==> src/rtl/issue_scheduler_if.sv <==
// Bundle between the instruction source, the issue scheduler and decode.
// The slave modport is the scheduler's view.
interface issue_scheduler_if #(
  parameter int DEPTH    = 4,
  parameter int OPCODE_W = 4,
  parameter int DATA_W   = 8,
  parameter int REG_W    = 3
);
  localparam int NREG = 1 << REG_W;
  localparam int QW   = $clog2(DEPTH) + 1;

  logic                instv;
  logic [OPCODE_W-1:0] opcode;
  logic [DATA_W-1:0]   imm;
  logic [REG_W-1:0]    src1;
  logic [REG_W-1:0]    src2;
  logic [REG_W-1:0]    dst;
  logic                stall;
  logic                in_ready;
  logic                ovf;
  logic                iss_valid;
  logic [OPCODE_W-1:0] iss_opcode;
  logic [DATA_W-1:0]   iss_imm;
  logic [REG_W-1:0]    iss_src1;
  logic [REG_W-1:0]    iss_src2;
  logic [REG_W-1:0]    iss_dst;
  logic [QW-1:0]       q_count;
  logic [NREG-1:0]     busy;

  modport slave (
    input  instv, opcode, imm, src1, src2, dst, stall,
    output in_ready, ovf, iss_valid, iss_opcode, iss_imm, iss_src1, iss_src2,
           iss_dst, q_count, busy
  );

  modport master (
    output instv, opcode, imm, src1, src2, dst, stall,
    input  in_ready, ovf, iss_valid, iss_opcode, iss_imm, iss_src1, iss_src2,
           iss_dst, q_count, busy
  );
endinterface

==> src/rtl/issue_scheduler.sv <==
// In-order issue controller: instruction FIFO, countdown scoreboard, registered issue stage.
// Define ISSUE_SCHED_FWD_EN when the datapath bypasses ALU results (RAW blocks only one cycle).
module issue_scheduler #(
  parameter int DEPTH      = 4,
  parameter int WB_LAT     = 3,
  parameter int OPCODE_W   = 4,
  parameter int DATA_W     = 8,
  parameter int REG_W      = 3,
  parameter int NOP_OPCODE = 0
) (
  input  logic               clock,
  input  logic               reset,
  issue_scheduler_if.slave   bus
);
  localparam int NREG = 1 << REG_W;
  localparam int PW   = $clog2(DEPTH);
  localparam int QW   = PW + 1;
  localparam int CW   = $clog2(WB_LAT + 1);
  localparam logic [CW-1:0]       LAT = CW'(WB_LAT);
  localparam logic [OPCODE_W-1:0] NOP = OPCODE_W'(NOP_OPCODE);

  logic [OPCODE_W-1:0] mem_op   [DEPTH];
  logic [DATA_W-1:0]   mem_imm  [DEPTH];
  logic [REG_W-1:0]    mem_src1 [DEPTH];
  logic [REG_W-1:0]    mem_src2 [DEPTH];
  logic [REG_W-1:0]    mem_dst  [DEPTH];

  logic [PW-1:0]       wr_ptr_q, wr_ptr_d;
  logic [PW-1:0]       rd_ptr_q, rd_ptr_d;
  logic [QW-1:0]       count_q, count_d;
  logic                ovf_q, ovf_d;
  logic                iss_valid_q, iss_valid_d;
  logic [OPCODE_W-1:0] iss_op_q, iss_op_d;
  logic [DATA_W-1:0]   iss_imm_q, iss_imm_d;
  logic [REG_W-1:0]    iss_src1_q, iss_src1_d;
  logic [REG_W-1:0]    iss_src2_q, iss_src2_d;
  logic [REG_W-1:0]    iss_dst_q, iss_dst_d;

  logic [NREG-1:0][CW-1:0] cnt_all;
  logic [NREG-1:0]         busy_w;

  logic                in_ready_w, push, drop, pop, head_nop, head_blocked;
  logic [OPCODE_W-1:0] head_op;
  logic [REG_W-1:0]    head_src1, head_src2, head_dst;

  function automatic logic src_blocked(input logic [CW-1:0] c);
`ifdef ISSUE_SCHED_FWD_EN
    return c == LAT;
`else
    return c != '0;
`endif
  endfunction

  assign in_ready_w = count_q < QW'(DEPTH);
  assign push       = bus.instv & in_ready_w;
  assign drop       = bus.instv & ~in_ready_w;

  assign head_op   = mem_op[rd_ptr_q];
  assign head_src1 = mem_src1[rd_ptr_q];
  assign head_src2 = mem_src2[rd_ptr_q];
  assign head_dst  = mem_dst[rd_ptr_q];
  assign head_nop  = head_op == NOP;

  assign head_blocked = ~head_nop &
                        (src_blocked(cnt_all[head_src1]) | src_blocked(cnt_all[head_src2]));
  assign pop = (count_q != '0) & ~bus.stall & ~head_blocked;

  // Storage needs no reset: only the pointers and count define what is valid.
  always_ff @(posedge clock) begin
    if (push) begin
      mem_op[wr_ptr_q]   <= bus.opcode;
      mem_imm[wr_ptr_q]  <= bus.imm;
      mem_src1[wr_ptr_q] <= bus.src1;
      mem_src2[wr_ptr_q] <= bus.src2;
      mem_dst[wr_ptr_q]  <= bus.dst;
    end
  end

  genvar gi;
  generate
    for (gi = 0; gi < NREG; gi++) begin : g_sb
      logic [CW-1:0] cnt_q, cnt_d;
      logic          load;

      assign load = pop & ~head_nop & (head_dst == REG_W'(gi));

      // A load overrides the decrement, which makes WAW reissue restart the countdown.
      always_comb begin
        cnt_d = cnt_q;
        if (!bus.stall) begin
          if (load) begin
            cnt_d = LAT;
          end else if (cnt_q != '0) begin
            cnt_d = cnt_q - 1'b1;
          end
        end
      end

      always_ff @(posedge clock or negedge reset) begin
        if (!reset) begin
          cnt_q <= '0;
        end else begin
          cnt_q <= cnt_d;
        end
      end

      assign cnt_all[gi] = cnt_q;
      assign busy_w[gi]  = cnt_q != '0;
    end
  endgenerate

  always_comb begin
    wr_ptr_d    = wr_ptr_q;
    rd_ptr_d    = rd_ptr_q;
    count_d     = count_q + QW'(push) - QW'(pop);
    ovf_d       = ovf_q | drop;
    iss_valid_d = iss_valid_q;
    iss_op_d    = iss_op_q;
    iss_imm_d   = iss_imm_q;
    iss_src1_d  = iss_src1_q;
    iss_src2_d  = iss_src2_q;
    iss_dst_d   = iss_dst_q;
    if (push) begin
      wr_ptr_d = wr_ptr_q + 1'b1;
    end
    if (pop) begin
      rd_ptr_d = rd_ptr_q + 1'b1;
    end
    if (!bus.stall) begin
      iss_valid_d = pop;
      if (pop) begin
        iss_op_d   = head_op;
        iss_imm_d  = mem_imm[rd_ptr_q];
        iss_src1_d = head_src1;
        iss_src2_d = head_src2;
        iss_dst_d  = head_dst;
      end
    end
  end

  always_ff @(posedge clock or negedge reset) begin
    if (!reset) begin
      wr_ptr_q    <= '0;
      rd_ptr_q    <= '0;
      count_q     <= '0;
      ovf_q       <= 1'b0;
      iss_valid_q <= 1'b0;
      iss_op_q    <= '0;
      iss_imm_q   <= '0;
      iss_src1_q  <= '0;
      iss_src2_q  <= '0;
      iss_dst_q   <= '0;
    end else begin
      wr_ptr_q    <= wr_ptr_d;
      rd_ptr_q    <= rd_ptr_d;
      count_q     <= count_d;
      ovf_q       <= ovf_d;
      iss_valid_q <= iss_valid_d;
      iss_op_q    <= iss_op_d;
      iss_imm_q   <= iss_imm_d;
      iss_src1_q  <= iss_src1_d;
      iss_src2_q  <= iss_src2_d;
      iss_dst_q   <= iss_dst_d;
    end
  end

  assign bus.in_ready   = in_ready_w;
  assign bus.ovf        = ovf_q;
  assign bus.iss_valid  = iss_valid_q;
  assign bus.iss_opcode = iss_op_q;
  assign bus.iss_imm    = iss_imm_q;
  assign bus.iss_src1   = iss_src1_q;
  assign bus.iss_src2   = iss_src2_q;
  assign bus.iss_dst    = iss_dst_q;
  assign bus.q_count    = count_q;
  assign bus.busy       = busy_w;
endmodule
==> src/flat_wrapper.sv <==
// flat-port wrapper written by rule: the top's interface ports become plain ports
module issue_scheduler_flat 
#(
  parameter int DEPTH      = 4,
  parameter int WB_LAT     = 3,
  parameter int OPCODE_W   = 4,
  parameter int DATA_W     = 8,
  parameter int REG_W      = 3,
  parameter int NOP_OPCODE = 0
)
  (clock, reset, bus_instv, bus_opcode, bus_imm, bus_src1, bus_src2, bus_dst, bus_stall, bus_in_ready, bus_ovf, bus_iss_valid, bus_iss_opcode, bus_iss_imm, bus_iss_src1, bus_iss_src2, bus_iss_dst, bus_q_count, bus_busy);
  issue_scheduler_if #(.DEPTH(DEPTH), .OPCODE_W(OPCODE_W), .DATA_W(DATA_W), .REG_W(REG_W)) bus_i ();
  input  logic clock;
  input  logic reset;
  input wire logic [$bits(bus_i.instv)-1:0] bus_instv;
  input wire logic [$bits(bus_i.opcode)-1:0] bus_opcode;
  input wire logic [$bits(bus_i.imm)-1:0] bus_imm;
  input wire logic [$bits(bus_i.src1)-1:0] bus_src1;
  input wire logic [$bits(bus_i.src2)-1:0] bus_src2;
  input wire logic [$bits(bus_i.dst)-1:0] bus_dst;
  input wire logic [$bits(bus_i.stall)-1:0] bus_stall;
  output wire logic [$bits(bus_i.in_ready)-1:0] bus_in_ready;
  output wire logic [$bits(bus_i.ovf)-1:0] bus_ovf;
  output wire logic [$bits(bus_i.iss_valid)-1:0] bus_iss_valid;
  output wire logic [$bits(bus_i.iss_opcode)-1:0] bus_iss_opcode;
  output wire logic [$bits(bus_i.iss_imm)-1:0] bus_iss_imm;
  output wire logic [$bits(bus_i.iss_src1)-1:0] bus_iss_src1;
  output wire logic [$bits(bus_i.iss_src2)-1:0] bus_iss_src2;
  output wire logic [$bits(bus_i.iss_dst)-1:0] bus_iss_dst;
  output wire logic [$bits(bus_i.q_count)-1:0] bus_q_count;
  output wire logic [$bits(bus_i.busy)-1:0] bus_busy;
  assign bus_i.instv = bus_instv;
  assign bus_i.opcode = bus_opcode;
  assign bus_i.imm = bus_imm;
  assign bus_i.src1 = bus_src1;
  assign bus_i.src2 = bus_src2;
  assign bus_i.dst = bus_dst;
  assign bus_i.stall = bus_stall;
  assign bus_in_ready = bus_i.in_ready;
  assign bus_ovf = bus_i.ovf;
  assign bus_iss_valid = bus_i.iss_valid;
  assign bus_iss_opcode = bus_i.iss_opcode;
  assign bus_iss_imm = bus_i.iss_imm;
  assign bus_iss_src1 = bus_i.iss_src1;
  assign bus_iss_src2 = bus_i.iss_src2;
  assign bus_iss_dst = bus_i.iss_dst;
  assign bus_q_count = bus_i.q_count;
  assign bus_busy = bus_i.busy;
  issue_scheduler #(.DEPTH(DEPTH), .WB_LAT(WB_LAT), .OPCODE_W(OPCODE_W), .DATA_W(DATA_W), .REG_W(REG_W), .NOP_OPCODE(NOP_OPCODE)) u_core (.clock(clock), .reset(reset), .bus(bus_i));
endmodule
==> config.mk <==
export PLATFORM = sky130hd
export DESIGN_NAME = issue_scheduler_flat
export DESIGN_NICKNAME = d
export VERILOG_FILES = /design/src/rtl/issue_scheduler_if.sv /design/src/rtl/issue_scheduler.sv /design/src/flat_wrapper.sv
export SDC_FILE = /design/constraint.sdc
export NUM_CORES = 1
export LEC_CHECK = 0
export CAP_MARGIN = 20
export CORE_MARGIN = 1.5
export CORE_UTILIZATION = 50
export DETAILED_ROUTE_END_ITERATION = 7
export HOLD_SLACK_MARGIN = 0.1
export PLACE_DENSITY = 0.77
export SLEW_MARGIN = 20
export SYNTH_ARGS = -nofsm -noshare
export SYNTH_HDL_FRONTEND = slang
export SYNTH_SLANG_ARGS = --single-unit
==> constraint.sdc <==
create_clock -name clock -period 8.8 [get_ports clock]
set_input_delay 0.88 -clock clock [delete_from_list [all_inputs] [get_ports clock]]
set_output_delay 0.88 -clock clock [all_outputs]
set_load 0.03 [all_outputs]
== Yosys cells after proc, flatten, opt, wreduce, memory -nomap -nowiden ==
Memories as Yosys holds them, arrays and structs flattened. A register that Yosys moved wholly into a read port is not among the register bits.
Cells that the tools add are included.

* Register bits: 38
* RAM bits: 84
* Input port bits: 25
* Output and inout bits: 35
* Word-level logic and storage cells: 117
* Memories kept: 5

{| class="wikitable"
|+ Memory list
! memory !! depth !! width !! read ports !! clocked after Yosys merged registers in !! write ports !! RTL line !! source
|-
| u_core.mem_imm || 4 || 8 || 1 || 1 || 1 || issue_scheduler.sv:23 || <nowiki>logic [DATA_W-1:0] mem_imm [DEPTH];</nowiki>
|-
| u_core.mem_op || 4 || 4 || 1 || 0 || 1 || issue_scheduler.sv:22 || <nowiki>logic [OPCODE_W-1:0] mem_op [DEPTH];</nowiki>
|-
| u_core.mem_dst || 4 || 3 || 1 || 0 || 1 || issue_scheduler.sv:26 || <nowiki>logic [REG_W-1:0] mem_dst [DEPTH];</nowiki>
|-
| u_core.mem_src1 || 4 || 3 || 1 || 0 || 1 || issue_scheduler.sv:24 || <nowiki>logic [REG_W-1:0] mem_src1 [DEPTH];</nowiki>
|-
| u_core.mem_src2 || 4 || 3 || 1 || 0 || 1 || issue_scheduler.sv:25 || <nowiki>logic [REG_W-1:0] mem_src2 [DEPTH];</nowiki>
|}

* Add/subtract/negate cells: 12
* Magnitude comparators: 3
* Equality and inequality tests: 7
* Muxes and demuxes: 22
* Bitwise logic cells: 20
* Reduce and logical (&&, ||, !) cells: 31

{| class="wikitable"
|+ Operators with widths
! cell !! count
|-
| $mux 2 || 18
|-
| $reduce_bool 2->1 || 18
|-
| $reduce_and 2->1 || 9
|-
| $sub 2x1->2 const B || 8
|-
| $and 1x1->1 || 14
|-
| $bmux 2 s3 || 2
|-
| $eq 3x3->1 const B || 4
|-
| $lt 3x4->1 const B || 2
|-
| $eq 3x2->1 const B || 2
|-
| $add 2x1->2 const B || 2
|-
| $logic_not 4->1 || 1
|-
| $not 1->1 || 4
|-
| $add 3x1->3 || 1
|-
| $eq 3x1->1 const B || 1
|-
| $logic_not 3->1 || 1
|-
| $lt 3x3->1 const B || 1
|-
| $reduce_bool 3->1 || 1
|-
| $sub 3x1->3 || 1
|-
| $mux 1 || 2
|-
| $or 1x1->1 || 2
|-
| $logic_not 1->1 || 1
|}

== Longest topological paths before layout ==
Gate-level depths: netlist of run 1.
An unclocked memory read counts as a cell.

* Depth in word-level cells: 12
* Gate-level depth with buffers: 18
* Depth with buffers taken out: 14

== Least setup slack after synthesis of run 1 ==
Ideal clock, no wire load.

* Kind: reg2reg
* From: reg u_core.rd_ptr_q[1]
* To: reg u_core.count_q[2], in the netlist u_core.bus.q_count[2]
* Library setup time: 0.136 ns
* Data arrival time: 3.330 ns
* Data required time: 8.664 ns
* Slack: 5.334 ns
* Stages on the path, launching flop included: 18
* Buffers on the path: 4
* Clock period less this slack: 3.466 ns
* Path through: dfrtp_1 > clkbuf_1 > buf_2 > mux4_2 > nor3b_1 > o31ai_1 > o211ai_1 > o31a_1 > buf_6 > buf_6 > inv_1 > ha_1 > inv_1 > ha_1 > inv_1 > fa_1 > xnor2_1 > xnor2_1

* Word-level cells in the longest chain between the ends: 9
* Elaborated cells between the ends (all ways): 16
* Those cells by class: add/sub (1); mux (4); bitwise (5); reduce/logical (3); memory (3)

{| class="wikitable"
|+ RTL lines
! what !! RTL line !! source
|-
| start: declaration || issue_scheduler.sv:29 || <nowiki>logic [PW-1:0] rd_ptr_q, rd_ptr_d;</nowiki>
|-
| start signal: assignment || issue_scheduler.sv:155 || <nowiki>rd_ptr_q <= rd_ptr_d;</nowiki>
|-
| $mem_v2 4x3, on equally long branches || n/a ||
|-
| $bmux 2 s3 || issue_scheduler.sv:65 || <nowiki>(src_blocked(cnt_all[head_src1]) | src_blocked(cnt_all[head_src2]));</nowiki>
|-
| $mux 2 (not written as such) || issue_scheduler.sv:65 ||
|-
| $reduce_bool 2->1 || issue_scheduler.sv:50 || <nowiki>return c != '0;</nowiki>
|-
| $or 1x1->1 || issue_scheduler.sv:65 ||
|-
| $and 1x1->1 * || issue_scheduler.sv:64 || <nowiki>assign head_blocked = ~head_nop &</nowiki>
|-
| $not 1->1 * || issue_scheduler.sv:66 || <nowiki>assign pop = (count_q != '0) & ~bus.stall & ~head_blocked;</nowiki>
|-
| $and 1x1->1 * || issue_scheduler.sv:66 ||
|-
| via u_core.pop || issue_scheduler.sv:42 || <nowiki>logic in_ready_w, push, drop, pop, head_nop, head_blocked;</nowiki>
|-
| $sub 3x1->3 * || issue_scheduler.sv:115 || <nowiki>count_d = count_q + QW'(push) - QW'(pop);</nowiki>
|-
| via u_core.count_d[2] || issue_scheduler.sv:30 || <nowiki>logic [QW-1:0] count_q, count_d;</nowiki>
|-
| end signal: assignment || issue_scheduler.sv:156 || <nowiki>count_q <= count_d;</nowiki>
|-
| end: declaration || issue_scheduler.sv:30 ||
|}

The timed path passes the listed nets; every way through them passes the cells marked *. The select of a mux whose other input is x is not followed.
A chain may end at the register's enable or synchronous reset.

== Final worst setup path of run 1 ==
* From: reg u_core.rd_ptr_q[0]
* To: reg u_core.count_q[2], in the netlist u_core.bus.q_count[2]

The elaborated chain is that of the path after synthesis.

==> results of run 1 <==
-- state kept, by name, indices dropped and copies added, names as in the netlist --
| register | flops |
|---|---|
| u_core.mem_imm | 32 |
| u_core.g_sb.cnt_q | 16 |
| u_core.mem_op | 16 |
| u_core.mem_dst | 12 |
| u_core.mem_src1 | 12 |
| u_core.mem_src2 | 12 |
| u_core.bus.iss_imm | 8 |
| u_core.bus.iss_opcode | 4 |
| u_core.bus.iss_dst | 3 |
| u_core.bus.iss_src1 | 3 |
| u_core.bus.iss_src2 | 3 |
| u_core.bus.q_count | 3 |
| u_core.rd_ptr_q | 2 |
| u_core.wr_ptr_q | 2 |
| u_core.bus.iss_valid | 1 |
| u_core.bus.ovf | 1 |
-- through the flow --
| stage | setup slack [ps] | instance area (µm²) |
|---|---|---|
| after floorplan | 5330 | 5620 |
| after global placement | 5140 | 6290 |
| after detailed placement | 5040 | 6290 |
| after CTS | 5000 | 6860 |
| after global routing | 4760 | 6880 |
| final | 5050 | 6880 |
-- layout make-up --
type                       count  area (µm²)
multi-input combinational    175        1710
sequential                   130        3670
clock buffer                  21         460
clock inverter                11         113
timing repair buffer          63         626
fill                         787        4010
inverter                      33         124
tap                          140         175
-- worst max-delay path by stage --
| stage | endpoint | slack, ps | cells after the start |
|---|---|---|---|
| 6_report | u_core.bus.q_count[2]$_DFF_PN0_ | 5050 | 14 |
| 3_5_place_dp | u_core.bus.q_count[2]$_DFF_PN0_ | 5040 | 14 |
| 3_3_place_gp | u_core.bus.q_count[2]$_DFF_PN0_ | 5140 | 12 |
| 5_1_grt | u_core.bus.q_count[2]$_DFF_PN0_ | 4760 | 14 |
| 4_1_cts | u_core.bus.q_count[2]$_DFF_PN0_ | 5000 | 14 |
| 2_1_floorplan | u_core.bus.q_count[2]$_DFF_PN0_ | 5330 | 17 |
-- critical path, cell delays in order (launching register included) --
cell and delay, ps:
dfrtp_1 330, buf_4 410, mux4_2 650, a211oi_1 270, a21oi_1 60, o211ai_1 480, o31a_1 210, inv_1 50
ha_1 260, inv_1 60, ha_1 140, inv_1 50, fa_1 370, xnor2_1 190, xnor2_1 150
-- cell usage after synthesis (2+ instances only) --
cell type | count | area [µm²]
nand3b_1 | 3 | 22.5
mux4_1 | 3 | 78.8
or3_1 | 9 | 56.3
mux2_2 | 5 | 56.3
edfxtp_1 | 84 | 2520
clkbuf_1 | 7 | 26.3
nor2b_1 | 2 | 12.5
nand3_1 | 5 | 25.0
and2_1 | 5 | 31.3
or4_1 | 3 | 22.5
a21oi_1 | 2 | 10.0
a22o_1 | 4 | 35.0
mux2i_1 | 5 | 50.1
a311o_1 | 2 | 20.0
o31a_1 | 2 | 17.5
nor3b_1 | 3 | 22.5
mux4_2 | 17 | 383
buf_12 | 2 | 40.0
xnor2_1 | 12 | 105
o21ai_1 | 5 | 25.0
o221ai_1 | 4 | 35.0
o21ai_0 | 6 | 30.0
ha_1 | 14 | 175
dfrtp_1 | 46 | 1150
buf_2 | 3 | 15.0
o221ai_2 | 3 | 45.0
mux2_4 | 12 | 180
buf_6 | 3 | 33.8
nand4_1 | 2 | 12.5
inv_1 | 33 | 124
nand2_1 | 7 | 26.3
nor2_1 | 18 | 67.6
nor3_1 | 8 | 40.0
-- cells by family (layout without fill, tap and decap cells) --
kind of cell / count (synthesis) / count (layout) / share of synthesized area, %
compound gates: 36 / 36 / 4.97
xor+xnor: 12 / 12 / 1.87
fa+ha+maj: 15 / 15 / 3.47
buf+inv: 48 / 128 / 4.25
flops: 130 / 130 / 65.4
mux: 42 / 42 / 13.3
simple gates: 70 / 70 / 6.75
-- per-layer routing --
layer | share of wire, % | up-vias
met5 | 0 | -
met4 | 1.7 | 0
met3 | 4.8 | 13
met2 | 53 | 94
met1 | 40 | 1643
li1 | - | 1462
-- power breakdown --
group	leakage, nW	switching [mW]	internal, mW
Clock	0.286	0.266	0.406
Sequential	1.31	0.101	0.820
Combinational	1.06	0.560	0.470
==> results.yml, run 1 <==
floorplanning:
  die-area_mm2: 0.0119
  core_mm2: 0.0109
  initial_core_util_pct: 51.6
  row_count: 38
  io_pins: 60
  die_h_um: 109
  die_x_um: 109
synth:
  yosys.cell_types.count: 47
  synth_edf_count: 84
  synth_area_mm2: 0.00562
  syn_nets: 393
  yosys_warnings: 0
  ys_ff_latch: 130
  netlist_instances: 353
  ys.flop_type: "edfxtp_1"
  synth.avg_cell_area_um2: 15.9
  async_flop_share_pct: 35.4
  synth_seq_area_share_pct: 65.4
sta:
  rsz0062_at_grt: "no"
  max_freq_mhz: 267
  fin_skew_ps: 12.0
  period_minus_slack_ps: 3750
  max_slew.worst_pin.slew_ps: 611
  hold_viol_final: 0
  finalSetupTns_ps: 0
  slew_viol_final: 0
  relSlewSlack_pct: 59.3
  hold_ws_ps: 372
  setup_viol: 0
  period_share_pct: 42.6
worst_hold_path:
  hold_class: "in -> async"
finish:
  post-route-util_pct: 63.2
  diodes: 0
  drive_above_1_share_pct: 17.6
  nNetsFinal: 460
  area_growth_pct: 22.5
  layout_commonest_cell: "edfxtp_1"
  final_cells: 573
  final_cell_mix: "84 x edfxtp_1, 58 x clkdlybuf4s50_1, 46 x dfrtp_1, 33 x inv_1, 18 x nor2_1"
cts:
  cts.clk_slew.worst_paths_ps: 60
  clockBufferDepth: 2
  tritoncts: "built"
  clock-sinks: 130
  clk_latency_ps: 520
  cts_resized: 0
  cts_root_buf: "clkbuf_8"
  post-cts-setup-buffer-count: 0
  postCtsHoldBufs: 0
  htreeDepth: 4
  cts_inserted_buffers: 17
worst_setup_path:
  crit_fanout: 26
  r2r-start: "u_core.rd_ptr_q[0]$_DFFE_PN0N_"
  crit_path_start: "u_core.rd_ptr_q[0]$_DFFE_PN0N_"
  reg2reg_depth: 14
  critPathArrivalTime_ps: 4200
  critPathKind: "reg -> reg"
  start_kind: "flip-flop"
  r2r_setup_slack_ps: 5050
  r2r-end: "u_core.bus.q_count[2]$_DFF_PN0_"
  cp_data_required_time_ps: 9240
  crit_path_end_kind: "flip-flop"
run_status:
  status: "finished, final reports clean"
power_and_ir_drop:
  p_leak_nw: 2.65
  power_density_mw_per_mm2: 381
  finalPower_mw: 2.62
  ir_worst_vdd_v: 0.000243
global_routing:
  grt-busiest-layer: "met2"
  grt_util_met3_pct: 5.80
  grtUsageMet1_pct: 25.1
  grt_pass1_vias: 3319
  use_met2_pct: 34.3
  grt_pass1_wl_um: 17500
  antenna_found_initial: 0
  grt_overflow: 0
  gr-usage-all-layers_pct: 20.5
  grt_max_degree: 47
route:
  routedWlPerCell_um: 18.9
  drtIter0Drc: 193
  num_vias: 3212
  drc_errors: 0
  first_pass_iters: 6
  ant_nets: 0
  routed_wl_um: 10800
  routed_via_density: 5.61
place:
  io_buffers: 59
  hpwlAfterDp_um: 6990
  place_inst: 540
  gp_congestion: 0.822
job:
  drv_cap: 0
No activity file was read; power rests on OpenSTA's default activity.
==> inputs of run 2 (changes only) <==
==> constraint.sdc (replaced) <==
create_clock -name clock -period 3.5 [get_ports clock]
set_input_delay 0.35 -clock clock [delete_from_list [all_inputs] [get_ports clock]]
set_output_delay 0.35 -clock clock [all_outputs]
set_load 0.03 [all_outputs]
==> run 2 against run 1 <==
Worst hold slack better by 22 ps; sequential power increased to 2.5 times the previous value; final cell count up 2.4%; critical path depth down 1; first-iteration DRC count is 55% higher; maximum frequency increased by 13%; largest power group unchanged; register-to-register slack worse by 4900 ps; power increased to 2.6 times the previous value.
==> results.yml, run 2 (synthesis results as in run 1) <==
run_status:
  status: "finished, final reports clean"
finish:
  area_growth_pct: 25.5
  final_cell_mix: "84 x edfxtp_1, 58 x clkdlybuf4s50_1, 44 x dfrtp_1, 33 x inv_1, 18 x nor2_1"
  top_register: "u_core.mem_imm"
  largest_register_ffs: 32
  drive_above_1_share_pct: 20.4
  nNetsFinal: 474
  post-route-util_pct: 64.8
  n_fill_cell: 767
  diodes: 0
  layout_commonest_cell: "edfxtp_1"
  reg_top3: "u_core.mem_imm: 32 flops, u_core.g_sb.cnt_q: 16 flops, u_core.mem_op: 16 flops"
  fin_area_mm2: 0.00705
floorplanning:
  die-area_mm2: 0.0119
  die_h_um: 109
  die_x_um: 109
  io_pins: 60
  core_mm2: 0.0109
  initial_core_util_pct: 51.6
  row_count: 38
sta:
  max_freq_mhz: 301
  hold_viol_final: 0
  period_share_pct: 94.8
  max_slew.worst_pin.slew_ps: 647
  setup_viol: 0
  slew_viol_final: 0
  finalSetupTns_ps: 0
  relSlewSlack_pct: 56.9
  period_minus_slack_ps: 3320
  fin_skew_ps: 8.19
  rsz0062_at_grt: "no"
global_routing:
  grt_overflow: 0
  grt_max_degree: 47
  grt_pass1_wl_um: 18000
  grt_pass1_vias: 3451
  gr-usage-all-layers_pct: 21.1
  antenna_found_initial: 0
cts:
  cts.clk_slew.worst_paths_ps: 60
  cts_root_buf: "clkbuf_8"
  tritoncts: "built"
  clk_latency_ps: 530
  cts_inserted_buffers: 17
  post-cts-setup-buffer-count: 0
  htreeDepth: 4
  clock-sinks: 130
  clockBufferDepth: 2
job:
  drv_cap: 0
worst_setup_path:
  start_kind: "flip-flop"
  crit_fanout: 11
  critPathArrivalTime_ps: 3730
  crit_path_end_kind: "flip-flop"
  cp_data_required_time_ps: 3910
  critPathKind: "reg -> reg"
power_and_ir_drop:
  power_density_mw_per_mm2: 978
  ir_worst_vdd_v: 0.000418
  p_leak_nw: 2.74
route:
  routedWlPerCell_um: 19.3
  ant_nets: 0
  routed_via_density: 5.54
  first_pass_iters: 5
  drc_errors: 0
  drtIter0Drc: 300
  num_vias: 3250
  routed_wl_um: 11300
place:
  dpl_cell_area_mm2: 0.00640
  hpwlAfterDp_um: 7480
  io_buffers: 59
  gp_congestion: 0.858
worst_hold_path:
  hold_class: "in -> async"
==> run 2: changes by cell type in the layout (fill, tap and decap cells not counted), sizes merged <==
cell / change
clkinvlp: +1
dlygate4sd3: +1
clkinv: +4
buf: +13
bufinv: +3
inv: -7
clkbuf: -1
==> run 2: layout make-up <==
type | instances | area (µm²) | share of cell area, %
timing repair buffer | 77 | 738 | 10.5
multi-input combinational | 175 | 1720 | 24.4
clock inverter | 12 | 181 | 2.57
inverter | 33 | 124 | 1.76
tap | 140 | 175 | 2.48
clock buffer | 20 | 435 | 6.17
sequential | 130 | 3680 | 52.1
==> run 2: worst paths after layout <==
path / depth (start not counted) / slack (ps) / to / from
setup / recovery: 13 / 180 / u_core.bus.q_count[2]$_DFF_PN0_ / u_core.rd_ptr_q[0]$_DFFE_PN0N_
hold / removal: 2 / 390 / u_core.g_sb[3].cnt_q[0]$_DFFE_PN0P_ / reset
setup reg to reg: 13 / 180 / u_core.bus.q_count[2]$_DFF_PN0_ / u_core.rd_ptr_q[0]$_DFFE_PN0N_
hold reg to reg: 1 / 460 / u_core.bus.ovf$_DFF_PN0_ / u_core.bus.ovf$_DFF_PN0_
max in group asynchronous: 2 / 2640 / u_core.rd_ptr_q[1]$_DFFE_PN0N_ / reset
min in group clock: 2 / 450 / u_core.bus.ovf$_DFF_PN0_ / bus_instv
==> run 2: per-stage QoR <==
step / instances / worst slack [ps] / power, mW / hold slack (ps)
2_1_floorplan: 353 / 33.6 / 4.16 / 54.4
3_3_place_gp: 554 / 203 / 4.94 / 443
3_5_place_dp: 554 / 128 / 5.05 / 443
4_1_cts: 587 / 97.9 / 6.91 / 438
5_1_grt: 587 / 14.0 / 7.25 / 449
6_report: 587 / 182 / 6.90 / 394
==> run 2: what timing repair did <==
action                     CTS  global route
setup endpoints to repair    0             1
hold endpoints to repair    46             0
hold buffers                 1             0
gates resized for setup      0             5
==> run 2: critical path, cell delays in order, from the launching register on <==
cell and delay [ps]:
dfrtp_2 410, buf_12 160, mux4_2 530, or4_4 560, or2_0 210, o31a_1 120, inv_1 70, ha_1 210
inv_1 50, ha_1 130, inv_1 50, fa_1 400, xnor2_2 150, xnor2_1 120
==> run 2: report_power, final <==
part / internal [mW] / total (mW) / switching (mW)
combinational: 1.29 / 2.72 / 1.44
clock: 1.18 / 1.83 / 0.655
sequential: 2.06 / 2.34 / 0.276
==> run 2: per-layer routing <==
| layer | vias to the layer above | GRT usage, % | routed length [µm] |
|---|---|---|---|
| met5 | - | 0 | 0 |
| met4 | 0 | 9.59 | 232 |
| met3 | 18 | 4.90 | 507 |
| met2 | 87 | 34.3 | 5780 |
| met1 | 1659 | 27.0 | 4810 |
| li1 | 1486 | - | - |
==> inputs of run 3 (changes only) <==
--- a/config.mk
+++ b/config.mk
@@ -11,6 +11,7 @@
 export DETAILED_ROUTE_END_ITERATION = 7
 export HOLD_SLACK_MARGIN = 0.1
 export PLACE_DENSITY = 0.77
+export REMOVE_ABC_BUFFERS = 1
 export SLEW_MARGIN = 20
 export SYNTH_ARGS = -nofsm -noshare
 export SYNTH_HDL_FRONTEND = slang
==> run 3 against run 2 <==
Clock skew down 1.3 ps; die area unchanged; sequential share of layout area up 0.44 points; sequential power about the same; register-to-register slack worse by 30 ps; setup slack worse by 29 ps; count of clock-buffer cells in the layout down 3; non-clock buffer count up 2; routed wire length down 1.6%; first-iteration DRC count down 37%; sequential cell count unchanged; core utilization down 0.56 points.
==> results.yml, run 3 (synthesis results as in run 1) <==
run_status:
  status: "finished, final reports clean"
global_routing:
  antenna_found_initial: 0
  grt_pass1_wl_um: 17400
  grt_overflow: 0
  grt_max_degree: 47
  grt_pass1_vias: 3406
  gr-usage-all-layers_pct: 20.5
route:
  routedWlPerCell_um: 18.9
  num_vias: 3279
  drtIter0Drc: 190
  ant_nets: 0
  first_pass_iters: 5
  drc_errors: 0
  routed_wl_um: 11100
  routed_via_density: 5.56
sta:
  max_slew.worst_pin.slew_ps: 639
  worst_slack_ps: 153
  fin_skew_ps: 6.94
  period_share_pct: 95.6
  relSlewSlack_pct: 57.4
  max_freq_mhz: 299
  period_minus_slack_ps: 3350
  rsz0062_at_grt: "no"
  hold_ws_ps: 390
  setup_viol: 0
  hold_viol_final: 0
  slew_viol_final: 0
floorplanning:
  die_h_um: 109
  core_mm2: 0.0109
  die_x_um: 109
  io_pins: 60
  initial_core_util_pct: 51.6
  row_count: 38
  die-area_mm2: 0.0119
worst_setup_path:
  crit_top_cell: "inv_1"
  crit_fanout: 11
  cp_data_required_time_ps: 3950
  r2r-start: "u_core.rd_ptr_q[0]$_DFFE_PN0N_"
  worstPathCellList: "buf_12, mux4_2, nor3b_1, o31ai_1, o211ai_1, o31a_1, inv_1, ha_1, inv_1, ha_1, inv_1, fa_1, xnor2_1, xnor2_1"
  reg2reg_depth: 14
  critPathArrivalTime_ps: 3800
  crit_path_end_kind: "flip-flop"
  critPathKind: "reg -> reg"
  r2r-end: "u_core.bus.q_count[2]$_DFF_PN0_"
  critPathSlowestCell: "mux4_2"
  start_kind: "flip-flop"
  max_stage_delay_ps: 570
  r2r_setup_slack_ps: 150
cts:
  tritoncts: "built"
  cts.clk_slew.worst_paths_ps: 60
  clk_latency_ps: 530
  cts_inserted_buffers: 17
  htreeDepth: 4
  clockBufferDepth: 2
  clock-sinks: 130
  cts_root_buf: "clkbuf_8"
power_and_ir_drop:
  power_density_mw_per_mm2: 942
  p_leak_nw: 2.70
  ir_worst_vdd_v: 0.000464
place:
  gp_congestion: 0.854
  io_buffers: 59
  dpl_cell_area_mm2: 0.00639
  pre_cts_slack_ps: 116
  hpwlAfterDp_um: 7340
finish:
  top_register: "u_core.mem_imm"
  largest_register_ffs: 32
  post-route-util_pct: 64.2
  reg_top3: "u_core.mem_imm: 32 flops, u_core.g_sb.cnt_q: 16 flops, u_core.mem_op: 16 flops"
  final_cell_mix: "84 x edfxtp_1, 58 x clkdlybuf4s50_1, 45 x dfrtp_1, 33 x inv_1, 19 x buf_4"
  nNetsFinal: 477
  fin_area_mm2: 0.00699
  layout_commonest_cell: "edfxtp_1"
  area_growth_pct: 24.4
  drive_above_1_share_pct: 20.4
  diodes: 0
job:
  drv_cap: 0
worst_hold_path:
  hold_class: "in -> async"
-- run 3: changes by cell type in the layout (fill, tap and decap cells not counted), moves of 2 or more --
cell,change
buf_4,+2
bufinv_16,-4
clkinvlp_4,+4
clkinv_2,+2
clkbuf_1,-2
-- run 3: how the worst max path moves through the flow --
stage | start | endpoint
2_1_floorplan | u_core.rd_ptr_q[0]$_DFFE_PN0N_ | u_core.bus.q_count[2]$_DFF_PN0_
3_5_place_dp | u_core.rd_ptr_q[0]$_DFFE_PN0N_ | u_core.bus.q_count[2]$_DFF_PN0_
3_3_place_gp | u_core.rd_ptr_q[0]$_DFFE_PN0N_ | u_core.bus.q_count[2]$_DFF_PN0_
6_report | u_core.rd_ptr_q[0]$_DFFE_PN0N_ | u_core.bus.q_count[2]$_DFF_PN0_
4_1_cts | u_core.rd_ptr_q[0]$_DFFE_PN0N_ | u_core.bus.q_count[2]$_DFF_PN0_
5_1_grt | u_core.rd_ptr_q[0]$_DFFE_PN0N_ | u_core.bus.q_count[2]$_DFF_PN0_
-- run 3: timing repair --
action                                  CTS  global route
buffers inserted                          0             4
endpoints found under the setup margin    0             1
hold buffers                              1             0
gates resized for setup                   0             2
hold endpoints to repair                 46             0
-- run 3: power breakdown --
part / switching (mW) / internal (mW)
sequential: 0.253 / 2.06
clock: 0.673 / 0.872
combinational: 1.44 / 1.29
-- run 3: through the flow --
stage | total power [mW] | setup TNS, ps | instances
floorplan | 4.05 | -6510 | 338
global placement | 4.91 | 0 | 552
detailed placement | 5.02 | 0 | 552
global route | 6.93 | 0 | 590
CTS | 6.58 | 0 | 585
finish | 6.58 | 0 | 590
-- run 3: routing by layer --
metal	GRT usage [%]	part of all wire, %	vias up
met5	0	0	-
li1	-	-	1498
met1	25.2	43	1689
met3	5.02	4.5	20
met2	34.2	51	72
met4	9.30	1.9	0
-- run 3: layout make-up --
cell class	instances	area (µm²)
Fill cell	753	3900
Multi-Input combinational cell	176	1740
Clock inverter	15	113
Sequential cell	130	3670
Timing Repair Buffer	79	753
Clock buffer	17	414
Inverter	33	124
Tap cell	140	175
-- run 3: critical path: cells and delay by family (launching register included) --
family / cells / cell delay, ps
AO/OA/AOI/OAI: 3 / 760
XOR/XNOR: 2 / 320
adder cells (fa/ha/maj): 3 / 730
buffers and inverters: 4 / 330
flip-flops: 1 / 390
multiplexers: 1 / 570
AND/OR/NAND/NOR: 1 / 170
